**src/rtl/mem_arbiter.sv**
```systemverilog
// Memory arbiter between the game loader and the NES core for one SDRAM port.
// The loader writes through a one-entry buffer issued on 4-clock slot boundaries.
module mem_arbiter #(
    parameter int unsigned ADDR_W = 22,
    parameter int unsigned CNT_W  = 22
) (
    input  logic              clock,
    input  logic              reset,
    input  logic              load_done,
    input  logic              ld_req,
    input  logic [ADDR_W-1:0] ld_addr,
    input  logic [7:0]        ld_data,
    output logic              ld_busy,
    output logic              ld_overrun,
    input  logic [ADDR_W-1:0] nes_addr,
    input  logic [7:0]        nes_dout,
    input  logic              nes_wr,
    input  logic              cpu_rd,
    input  logic              ppu_rd,
    output logic [1:0]        nes_ce,
    output logic              run_nes,
    output logic              reset_nes,
    output logic [ADDR_W+2:0] mem_addr,
    output logic              mem_we,
    output logic [7:0]        mem_din,
    output logic              mem_oeA,
    output logic              mem_oeB,
    output logic              mem_drive,
    output logic [CNT_W-1:0]  wr_count
);

    localparam logic [1:0] ST_LOAD  = 2'd0;
    localparam logic [1:0] ST_DRAIN = 2'd1;
    localparam logic [1:0] ST_RUN   = 2'd2;

    logic [1:0]        state;
    logic [1:0]        state_nxt;

    logic              buf_valid;
    logic [ADDR_W-1:0] buf_addr;
    logic [7:0]        buf_data;

    logic              wr_we;
    logic [ADDR_W-1:0] wr_addr;
    logic [7:0]        wr_din;

    logic boundary_c;
    logic issue_c;
    logic take_c;
    logic drop_c;
    logic rearm_c;
    logic run_c;

    assign boundary_c = (nes_ce == 2'd3);
    assign run_c      = (state == ST_RUN);
    assign issue_c    = boundary_c && !run_c;
    // A write issued this cycle frees the buffer, so a coincident request still fits.
    assign take_c     = ld_req && (!buf_valid || issue_c);
    assign drop_c     = ld_req && buf_valid && !issue_c;
    assign rearm_c    = run_c && (state_nxt == ST_LOAD);

    // Next-state logic; RUN is only entered once no loader write is pending or in flight.
    always_comb begin
        state_nxt = state;
        case (state)
            ST_LOAD: begin
                if (load_done) state_nxt = ST_DRAIN;
            end
            ST_DRAIN: begin
                if (!load_done)
                    state_nxt = ST_LOAD;
                else if (boundary_c && !buf_valid && !wr_we)
                    state_nxt = ST_RUN;
            end
            ST_RUN: begin
                if (boundary_c && !load_done) state_nxt = ST_LOAD;
            end
            default: state_nxt = ST_LOAD;
        endcase
    end

    always_ff @(posedge clock) begin
        if (reset) begin
            state      <= ST_LOAD;
            nes_ce     <= 2'd0;
            run_nes    <= 1'b0;
            buf_valid  <= 1'b0;
            buf_addr   <= '0;
            buf_data   <= 8'd0;
            wr_we      <= 1'b0;
            wr_addr    <= '0;
            wr_din     <= 8'd0;
            wr_count   <= '0;
            ld_overrun <= 1'b0;
        end else begin
            state   <= state_nxt;
            nes_ce  <= nes_ce + 2'd1;
            run_nes <= (nes_ce == 2'd2);

            // Write port reloads every boundary outside RUN and holds for one slot.
            if (issue_c) begin
                wr_we   <= buf_valid;
                wr_addr <= buf_addr;
                wr_din  <= buf_data;
                if (buf_valid) wr_count <= wr_count + CNT_W'(1);
            end

            if (take_c) begin
                buf_valid <= 1'b1;
                buf_addr  <= ld_addr;
                buf_data  <= ld_data;
            end else if (issue_c) begin
                buf_valid <= 1'b0;
            end

            if (rearm_c) begin
                wr_count   <= '0;
                ld_overrun <= 1'b0;
            end
            if (drop_c) ld_overrun <= 1'b1;
        end
    end

    assign ld_busy   = buf_valid;
    assign reset_nes = reset || !run_c;
    assign mem_addr  = run_c ? {3'b000, nes_addr} : {3'b000, wr_addr};
    assign mem_we    = run_c ? nes_wr : wr_we;
    assign mem_din   = run_c ? nes_dout : wr_din;
    assign mem_oeA   = run_c && cpu_rd;
    assign mem_oeB   = run_c && ppu_rd;
    assign mem_drive = mem_we;

endmodule

```
**config.mk**
```make
export PLATFORM = sky130hd
export DESIGN_NAME = mem_arbiter
export DESIGN_NICKNAME = d
export VERILOG_FILES = /design/src/rtl/mem_arbiter.sv
export SDC_FILE = /design/constraint.sdc
export NUM_CORES = 1
export LEC_CHECK = 0
export CAP_MARGIN = 15
export CORE_ASPECT_RATIO = 1.25
export CORE_MARGIN = 1
export CORE_UTILIZATION = 49
export CTS_CLUSTER_DIAMETER = 200
export DETAILED_ROUTE_END_ITERATION = 7
export PLACE_DENSITY_LB_ADDON = 0.12
export SETUP_SLACK_MARGIN = 0.3
export SLEW_MARGIN = 5
export SYNTH_ARGS = -nofsm -noshare
export SYNTH_HDL_FRONTEND = slang
export SYNTH_SLANG_ARGS = --single-unit
```
**constraint.sdc**
```tcl
create_clock -name clock -period 6.3 [get_ports clock]
set_clock_uncertainty 0.15 [all_clocks]
set_input_delay 0.63 -clock clock [delete_from_list [all_inputs] [get_ports clock]]
set_output_delay 0.63 -clock clock [all_outputs]
set_load 0.02 [all_outputs]
```
==> key figures, run 1 <==
Finish
  – Nets: 707
  – Fill cells: 688
  – Register area: 1800 um2
  – Post-route cell area: 5500 um2
  – Share of cells above drive strength 1: 4.83%
  – Area Overhead vs Synth: 38.7%
  – # diodes: 0
  – Multi-input combinational cell area: 1960 um2

Critical path
  – Critical Path End Type: output pin
  – CP Data Required Time: 5520 ps
  – Critical path launch point type: register
  – WP data arrival: 2580 ps
  – Worst Path Max Fanout: 45
  – Worst Path Class, Setup: reg2out

Power
  – Lkg Pwr: 0.00196 uW
  – Total Power: 1210 uW
  – Maximum vdd drop: 0.184 mV
  – PwrDens: 219 nW/um2

Floorplan
  – Die width: 82.5 um
  – Die Area: 8460 um2
  – # rows: 36
  – Area of the core: 7840 um2
  – Die Ht: 103 um
  – Initial Utilization: 50.6%
  – Ports: 132

Global route
  – Gr ovfl total: 0
  – First-pass GRT wire length: 16100 um
  – Initial antenna violation count: 0
  – Largest net degree at the start of global routing: 72
  – Tot GR Track Use: 24.8%
  – Vias in the first global route: 3606

Drt
  – Met3 WL post-DR: 469 um
  – DRT iter0 DRCs: 201
  – Metal-1 WL: 4240 um
  – Routed wire length: 10200 um
  – DR pass1 iterations: 4
  – Met2 WL: 5330 um
  – Total number of vias: 4048
  – Vias per cell: 5.49
  – Post-route DRC: 0
  – Uppermost routed layer: met4
  – WL/cell: 13.8 um
  – DRT antenna net count: 0

Placed design
  – GPL Wtd Cong: 0.764
  – Hpwl dp: 6680 um
  – Post-DP Area: 5180 um2
  – PortBufs: 128

STA
  – Endpoints failing setup: 0
  – Slew margin rel.: 27.6%
  – Tmin final: 3360 ps
  – Max Clk Rate: 298 MHz
  – Fin Setup TNS: 0 ps
  – Final worst-path cycle share: 53.3%
  – Final slew viol count: 0
  – Final Hold Fails: 0
  – RSZ-0062 raised after global routing: no
  – Worst slew pin tran: 1080 ps

Worst hold path
  – Hold Path Class: reg2reg

Yosys
  – Flops & latches, synth: 90
  – Distinct cells, synth: 38
  – Most common flop cell mapped by yosys: dfxtp_1
  – Cells after Synth: 537
  – Synth warnings: 0
  – Synthesized area per cell: 7.38 um2
  – EDFF count, synth: 0
  – Synth Cell Area: 3970 um2
  – Seq/Total Area, Yosys: 45.4%
  – Synth async-reset ratio: 0%

Clock tree
  – Num CTS Buffers: 9
  – CTS Hold Buffers Added: 0
  – Clk root buf: clkbuf_8
  – Largest buffer count on any clock path: 2
  – Clock transition at path regs: 90 ps
  – Post-cts gate resize count: 0
  – Skew-Pair Late Insertion Delay: 360 ps
  – CTS tree: done
  – CTS sink count: 90
  – H-tree levels: 3
  – Setup repair bufs after CTS: 0

Run status
  – Status: finished clean

Job
  – Max-cap violations: 0
==> worst max-delay path: stages (launching register included) <==
cell             delay [ps]
dfxtp_1                 400
nor2b_4                 880
nand2_1                 200
nand2_1                 110
clkdlybuf4s50_1         610
==> cell type report <==
cell class	instances	share of cell area (%)
inverter	5	0.341
sequential	90	32.8
multi-input combinational	399	35.7
clock inverter	6	2.07
tap	95	2.16
clock buffer	10	2.50
timing repair buffer	132	24.5
==> synth_stat cells, types with 2 or more instances <==
library cell / n / share of area, %
or4_1: 11 / 2.1
and2_1: 2 / 0.32
nor3_1: 4 / 0.50
dfxtp_1: 90 / 45
and4_1: 2 / 0.44
nand4_1: 4 / 0.63
ha_1: 3 / 0.95
nand3_1: 38 / 4.8
inv_1: 5 / 0.47
a21oi_1: 79 / 10
nor2_1: 11 / 1.0
clkbuf_1: 38 / 3.6
xnor2_1: 4 / 0.88
nand2_1: 166 / 16
and3_1: 3 / 0.47
or3_1: 4 / 0.63
o31ai_1: 12 / 2.3
buf_6: 2 / 0.57
o21ai_0: 35 / 4.4
or4_4: 2 / 0.57
or2_2: 2 / 0.32
buf_4: 4 / 0.76
==> layout by cell type, fill, tap and decap left out, types with 2 or more instances in the layout <==
cell	instances
o21ai_0	35
conb_1	3
nand4_1	4
clkbuf_8	10
o31ai_1	12
bufinv_16	3
nor2_1	10
xnor2_1	4
clkinvlp_4	2
and3_1	3
inv_1	5
and2_1	2
or4_1	11
or2_2	2
nor3_1	4
and4_1	2
nand3_1	38
nand2_1	166
ha_1	3
or3_1	4
or4_4	2
dfxtp_1	90
clkdlybuf4s50_1	127
a21oi_1	79
==> report_power, final <==
group,leakage [uW],switching (uW),internal [uW]
sequential,0.000731,9.81,585
clock,0.000119,211,275
combinational,0.00112,62.1,63.4
total,0.00196,283,924
==> path summary, 6_finish.rpt <==
| path | start | to | slack [ps] | depth (start not counted) |
|---|---|---|---|---|
| max reg2reg | state[1] | buf_addr[16] | 3860 | 4 |
| min reg2reg | buf_addr[11] | wr_addr[11] | 300 | 2 |
| max | state[1] | mem_addr[15] | 2940 | 4 |
| min | buf_addr[11] | wr_addr[11] | 300 | 2 |
==> kinds of logic (layout without fill, tap and decap cells) <==
logic type,Yosys count,after routing,share of synthesized area [%]
and+or+nand+nor,258,258,29.5
AOI/OAI and AO/OA,130,130,17.3
DFF,90,90,45.4
buffers and inverters,50,153,5.52
xor gates and xnor gates,4,4,0.883
adders and majority gates,3,3,0.947
other,1,3,0.0946
muxes,1,1,0.252
==> routing by layer <==
layer	vias up	GRT usage [%]
met1	1912	29.1
met2	107	43.9
met5	-	0
met4	0	10.4
met3	14	4.34
li1	2015	-
==> sequential cells by signal, indices dropped and copies added, names as in the netlist <==
register and count:
nes_ce 2, state 2, buf_data 8, wr_din 8, wr_addr 22, run_nes 1
ld_busy 1, wr_count 22, ld_overrun 1, wr_we 1, buf_addr 22
==> stage by stage <==
step / instances / utilization [%] / worst slack (ps) / hold WS [ps]
4_1_cts: 734 / 69.4 / 2890 / 302
2_1_floorplan: 539 / - / 3950 / 278
3_3_place_gp: 718 / 66.2 / 3130 / 284
5_1_grt: 737 / 70.2 / 2820 / 319
3_5_place_dp: 718 / 66.2 / 3050 / 292
6_report: 737 / 70.2 / 2940 / 300
Power figures use the tool's default switching activity.
==> run 2: changes to the inputs <==
--- a/config.mk
+++ b/config.mk
@@ -8,7 +8,7 @@
 export CAP_MARGIN = 15
 export CORE_ASPECT_RATIO = 1.25
 export CORE_MARGIN = 1
-export CORE_UTILIZATION = 49
+export CORE_UTILIZATION = 41
 export CTS_CLUSTER_DIAMETER = 200
 export DETAILED_ROUTE_END_ITERATION = 7
 export PLACE_DENSITY_LB_ADDON = 0.12
==> constraint.sdc (replaced) <==
create_clock -name clock -period 2.98 [get_ports clock]
set_clock_uncertainty 0.15 [all_clocks]
set_input_delay 0.298 -clock clock [delete_from_list [all_inputs] [get_ports clock]]
set_output_delay 0.298 -clock clock [all_outputs]
set_load 0.02 [all_outputs]
==> key figures, run 2 (same netlist as run 1, synthesis figures left out) <==
Drt
  – Post-route DRC: 0 (unchanged)
  – DRT antenna net count: 0 (unchanged)
  – Vias per cell: 5.20 (-5.3%)
  – Total number of vias: 4016 (-0.79%)
  – DRT iter0 DRCs: 154 (-23%)
  – WL/cell: 14.0 um (+1.2%)
  – DR pass1 iterations: 5 (+1)
  – Routed wire length: 10800 um (+6.1%)

Floorplan
  – # rows: 39 (+8.3%)
  – Ports: 132 (unchanged)
  – Die Area: 10100 um2 (+19%)
  – Initial Utilization: 42.8% (-7.8 points)
  – Area of the core: 9270 um2 (+18%)
  – Die Ht: 112 um (+9.1%)
  – Die width: 90.0 um (+9.1%)

Job
  – Max-cap violations: 0 (unchanged)

Critical path
  – Critical R2R Capture: wr_count[19]
  – R2R depth: 5 (+1)
  – Reg2reg start: nes_ce[0]
  – Worst Path Max Fanout: 17 (-62%)
  – CP Data Required Time: 2530 ps (-2990 ps)
  – Critical Path End Type: output pin
  – Critical-path top delay cell: clkdlybuf4s50_1
  – Worst path cell trace: or2b_1 -> buf_4 -> nand2_1 -> nand2_1 -> clkdlybuf4s50_1
  – FF-to-FF setup slack: 610 ps (-3250 ps)
  – Critical path launch point type: register
  – Worst Path Class, Setup: reg2out
  – Critical path buffers and inverters: 2 (+1)
  – Delay-heaviest family, CP: buffers and inverters
  – WP data arrival: 2220 ps (-360 ps)
  – CP Launch Point: state[0]
  – Crit-path max cell delay: 680 ps (-200 ps)
  – Cell mode on critical path: nand2_1

STA
  – Final Hold Fails: 0 (unchanged)
  – Worst slew pin tran: 849 ps (-231 ps)
  – Slew margin rel.: 43.3% (+16 points)
  – Final slew viol count: 0 (unchanged)
  – Max Clk Rate: 375 MHz
  – Tmin final: 2660 ps
  – RSZ-0062 raised after global routing: yes
  – Fin Setup TNS: 0 ps (unchanged)
  – Final worst-path cycle share: 89.4%
  – Endpoints failing setup: 0 (unchanged)

Global route
  – Vias in the first global route: 3652 (+1.3%)
  – First-pass GRT wire length: 17400 um (+7.9%)
  – Tot GR Track Use: 21.3% (-3.5 points)
  – Initial antenna violation count: 0 (unchanged)
  – Gr ovfl total: 0 (unchanged)
  – Largest net degree at the start of global routing: 71 (-1.4%)

Placed design
  – Post-DP Area: 5270 um2 (+1.5%)
  – PortBufs: 128 (unchanged)
  – GPL Wtd Cong: 0.792 (+3.7%)
  – Hpwl dp: 7100 um (+6.3%)

Clock tree
  – Largest buffer count on any clock path: 2 (unchanged)
  – Clk root buf: clkbuf_16
  – CTS sink count: 90 (unchanged)
  – Num CTS Buffers: 9 (unchanged)
  – Clock transition at path regs: 60 ps (-30 ps)
  – CTS Hold Buffers Added: 0 (unchanged)
  – H-tree levels: 3 (unchanged)
  – CTS tree: done
  – Skew-Pair Late Insertion Delay: 340 ps (-20 ps)

Power
  – Maximum vdd drop: 0.297 mV (+62%)
  – PwrDens: 476 nW/um2 (+120%)
  – Total Power: 2670 uW (+120%)
  – Lkg Pwr: 0.00201 uW (+2.2%)

Finish
  – Most used cells in the layout excluding fill and tap cells: nand2_1, clkdlybuf4s50_1, dfxtp_1, a21oi_1, nand3_1
  – Share of cells above drive strength 1: 5.86% (+1.0 points)
  – Commonest non-fill, non-tap cell in the layout: nand2_1
  – Fill cells: 876 (+27%)
  – Post-route cell area: 5620 um2 (+2.2%)
  – Largest regs: buf_addr (22), wr_addr (22), wr_count (22)
  – Post-layout util: 60.6% (-9.5 points)
  – # diodes: 0 (unchanged)
  – Nets: 714 (+0.99%)
  – Area Overhead vs Synth: 41.7%

Worst hold path
  – Hold path depth: 2 (unchanged)
  – Hold Path End: wr_addr[12]
  – Hold path start: buf_addr[12]
  – Hold Path Class: reg2reg

Run status
  – Status: finished clean
-- run 2: worst reg2reg max path, delay by kind of cell, from the launching register on --
family          cells  cell delay, ps
fa+ha+maj           1             290
simple gates        3            1340
flops               1             380
compound gates      1             140
-- run 2: stage by stage --
stage               cells  worst slack, ps  hold slack (ps)
floorplan             539              719              278
global placement      752              413              284
detailed placement    752              378              292
CTS                   769              289              299
global route          772              233              314
finish                772              316              295
-- run 2: repair_timing --
| item | CTS | global route |
|---|---|---|
| pin swaps | 0 | 0 |
| gates cloned | 1 | 2 |
| buffers inserted | 0 | 0 |
| resized for setup | 1 | 1 |
| endpoints found under the setup margin | 35 | 32 |
-- run 2: how the worst max path moves through the flow --
stage	to	slack [ps]	depth (start not counted)
final	mem_drive	320	5
after global routing	mem_drive	230	5
after CTS	mem_drive	290	4
after detailed placement	mem_drive	380	4
after global placement	mem_drive	410	4
after floorplan	wr_count[18]	720	6
-- run 2: cell type report --
cell class              instances  area, um2  area share, %
clock buffers                  10        239           4.25
clock inverters                 6       65.1           1.16
inverters                       5       18.8          0.334
multi-input cells             402       2000           35.6
flip-flops and latches         90       1800           32.1
well taps                     123        154           2.74
repair buffers                136       1340           23.9
-- run 2: where the power goes --
part	switching, uW	total (uW)	internal [uW]
Combinational	132	268	135
Clock	471	1150	674
Sequential	21.7	1260	1240
Total	625	2670	2050
-- run 2: layer usage --
layer	up-vias	GRT usage, %	wire, um
met3	12	3.83	471
met5	-	0	0
met2	90	36.9	5500
met4	0	7.31	131
met1	1880	26.6	4710
li1	2034	-	-
==> run 3: changes to the inputs <==
--- a/config.mk
+++ b/config.mk
@@ -12,7 +12,7 @@
 export CTS_CLUSTER_DIAMETER = 200
 export DETAILED_ROUTE_END_ITERATION = 7
 export PLACE_DENSITY_LB_ADDON = 0.12
-export SETUP_SLACK_MARGIN = 0.3
+export SETUP_SLACK_MARGIN = 0.4
 export SLEW_MARGIN = 5
 export SYNTH_ARGS = -nofsm -noshare
 export SYNTH_HDL_FRONTEND = slang
==> key figures, run 3 (same netlist as run 1, synthesis figures left out) <==
Placed design
  – Hpwl dp: 7100 um (unchanged)
  – GPL Wtd Cong: 0.792 (unchanged)
  – PortBufs: 128 (unchanged)

Critical path
  – Delay-heaviest family, CP: buffers and inverters
  – Worst Path Class, Setup: reg2out
  – CP Data Required Time: 2530 ps (about the same)
  – Cell mode on critical path: nand2_1
  – Crit-path max cell delay: 540 ps (-140 ps)
  – Critical path launch point type: register
  – Worst path cell trace: or2b_1 -> buf_4 -> nand2_1 -> nand2_1 -> clkdlybuf4s50_1
  – Critical Path End Type: output pin
  – Worst Path Max Fanout: 17 (unchanged)
  – Critical-path top delay cell: clkdlybuf4s50_1
  – Critical path buffers and inverters: 2 (unchanged)
  – WP data arrival: 2030 ps (-190 ps)

Finish
  – Share of cells above drive strength 1: 7.29% (+1.4 points)
  – Nets: 723 (+1.3%)
  – Area Overhead vs Synth: 43.9%
  – Most used cells in the layout excluding fill and tap cells: nand2_1, clkdlybuf4s50_1, dfxtp_1, a21oi_1, nand3_1
  – Post-layout util: 61.5% (+0.90 points)
  – # diodes: 0 (unchanged)
  – Largest regs: buf_addr (22), wr_addr (22), wr_count (22)
  – Commonest non-fill, non-tap cell in the layout: nand2_1

Clock tree
  – Clock transition at path regs: 60 ps (about the same)
  – CTS tree: done
  – CTS sink count: 90 (unchanged)
  – CTS Hold Buffers Added: 0 (unchanged)
  – Largest buffer count on any clock path: 2 (unchanged)
  – Num CTS Buffers: 9 (unchanged)
  – H-tree levels: 3 (unchanged)
  – Clk root buf: clkbuf_16
  – Skew-Pair Late Insertion Delay: 340 ps (about the same)

Drt
  – DR pass1 iterations: 4 (-1)
  – DRT antenna net count: 0 (unchanged)
  – Total number of vias: 4047 (+0.77%)
  – Routed wire length: 11000 um (+2.0%)
  – DRT iter0 DRCs: 195 (+27%)
  – Post-route DRC: 0 (unchanged)
  – WL/cell: 14.1 um (+0.79%)
  – Vias per cell: 5.18 (-0.39%)

Floorplan
  – Initial Utilization: 42.8% (unchanged)
  – Die Area: 10100 um2 (unchanged)
  – # rows: 39 (unchanged)
  – Area of the core: 9270 um2 (unchanged)
  – Die Ht: 112 um (unchanged)
  – Ports: 132 (unchanged)
  – Die width: 90.0 um (unchanged)

Power
  – NetSw: 636 uW (+1.6%)
  – Share of power burned in the clock network: 43.0% (+0.2 points)
  – Comb pwr share: 10.0% (about the same)
  – Seq pwr share: 46.9% (-0.2 points)
  – Maximum vdd drop: 0.292 mV (-1.9%)
  – Cell-internal power: 2050 uW (about the same)
  – PwrDens: 471 nW/um2 (-1.0%)
  – Lkg Pwr: 0.00208 uW (+3.5%)
  – Sw frac: 23.7% (+0.28 points)

Global route
  – Largest net degree at the start of global routing: 71 (unchanged)
  – Gr ovfl total: 0 (unchanged)
  – Vias in the first global route: 3659 (+0.19%)
  – First-pass GRT wire length: 17700 um (+1.9%)
  – Initial antenna violation count: 0 (unchanged)
  – Tot GR Track Use: 21.8% (+0.51 points)

STA
  – Final worst-path cycle share: 83.0% (-6.4 points)
  – Slew margin rel.: 44.1% (+0.73 points)
  – Final Hold Fails: 0 (unchanged)
  – RSZ-0062 raised after global routing: no
  – Tmin final: 2470 ps (-190 ps)
  – Max Clk Rate: 404 MHz (+7.7%)
  – Fin Setup TNS: 0 ps (unchanged)
  – Worst slew pin tran: 838 ps (-11.0 ps)
  – Endpoints failing setup: 0 (unchanged)
  – Final slew viol count: 0 (unchanged)

Run status
  – Status: finished clean

Job
  – Max-cap violations: 0 (unchanged)

Worst hold path
  – Hold Path Class: reg2reg
## run 3: cell types whose count changed in the layout (fill, tap and decap cells not counted), sizes merged
cell and change:
dlymetal6s2s +1, clkdlybuf4s50 -1, buf +9
## run 3: metrics by stage
stage	worst slack [ps]	hold slack, ps	total power (uW)	cells	cell area, um2
CTS	335	299	2700	770	5600
floorplan	719	278	1410	539	3970
global route	428	314	2780	781	5700
finish	505	296	2690	781	5700
detailed placement	378	292	1550	752	5270
global placement	413	284	1550	752	5270
## run 3: path summary, 6_finish.rpt
| kind | startpoint | to | slack, ps | cells after the start |
|---|---|---|---|---|
| setup reg to reg | nes_ce[0] | wr_count[19] | 610 | 5 |
| setup / recovery | state[1] | mem_we | 510 | 5 |
| hold / removal | buf_addr[12] | wr_addr[12] | 300 | 2 |
| hold reg to reg | buf_addr[12] | wr_addr[12] | 300 | 2 |
## run 3: power groups by stage
stage / logic, uW / registers (uW) / clock network [uW]
after floorplan: 121 / 1290 / 0
after global placement: 263 / 1280 / 0
after detailed placement: 265 / 1290 / 0
after CTS: 267 / 1260 / 1170
after global routing: 294 / 1260 / 1220
final: 269 / 1260 / 1160
## run 3: routing by layer
| layer | track usage [%] | share of wire [%] |
|---|---|---|
| met5 | 0 | 0 |
| met4 | 7.31 | 1.1 |
| met3 | 3.83 | 4.1 |
| met2 | 37.6 | 51 |
| met1 | 27.5 | 44 |
## run 3: timing repair
item / in CTS / in global routing
endpoints found under the setup margin: 35 / 32
buffers inserted: 0 / 9
pin swaps: 0 / 0
gates cloned: 2 / 1
resized for setup: 2 / 2
## run 3: cell type report
cell class              instances  area, um2
fillers                       858       3570
clock inverters                 6       65.1
flip-flops and latches         90       1800
clock buffers                  10        239
well taps                     123        154
inverters                       5       18.8
repair buffers                145       1430
multi-input cells             402       2000
## run 3: worst reg2reg max path, cell delays in order, from the launching register on
cell	delay (ps)
dfxtp_1	380
ha_1	290
nand2_1	200
or4_4	650
or4_1	490
a21oi_1	140
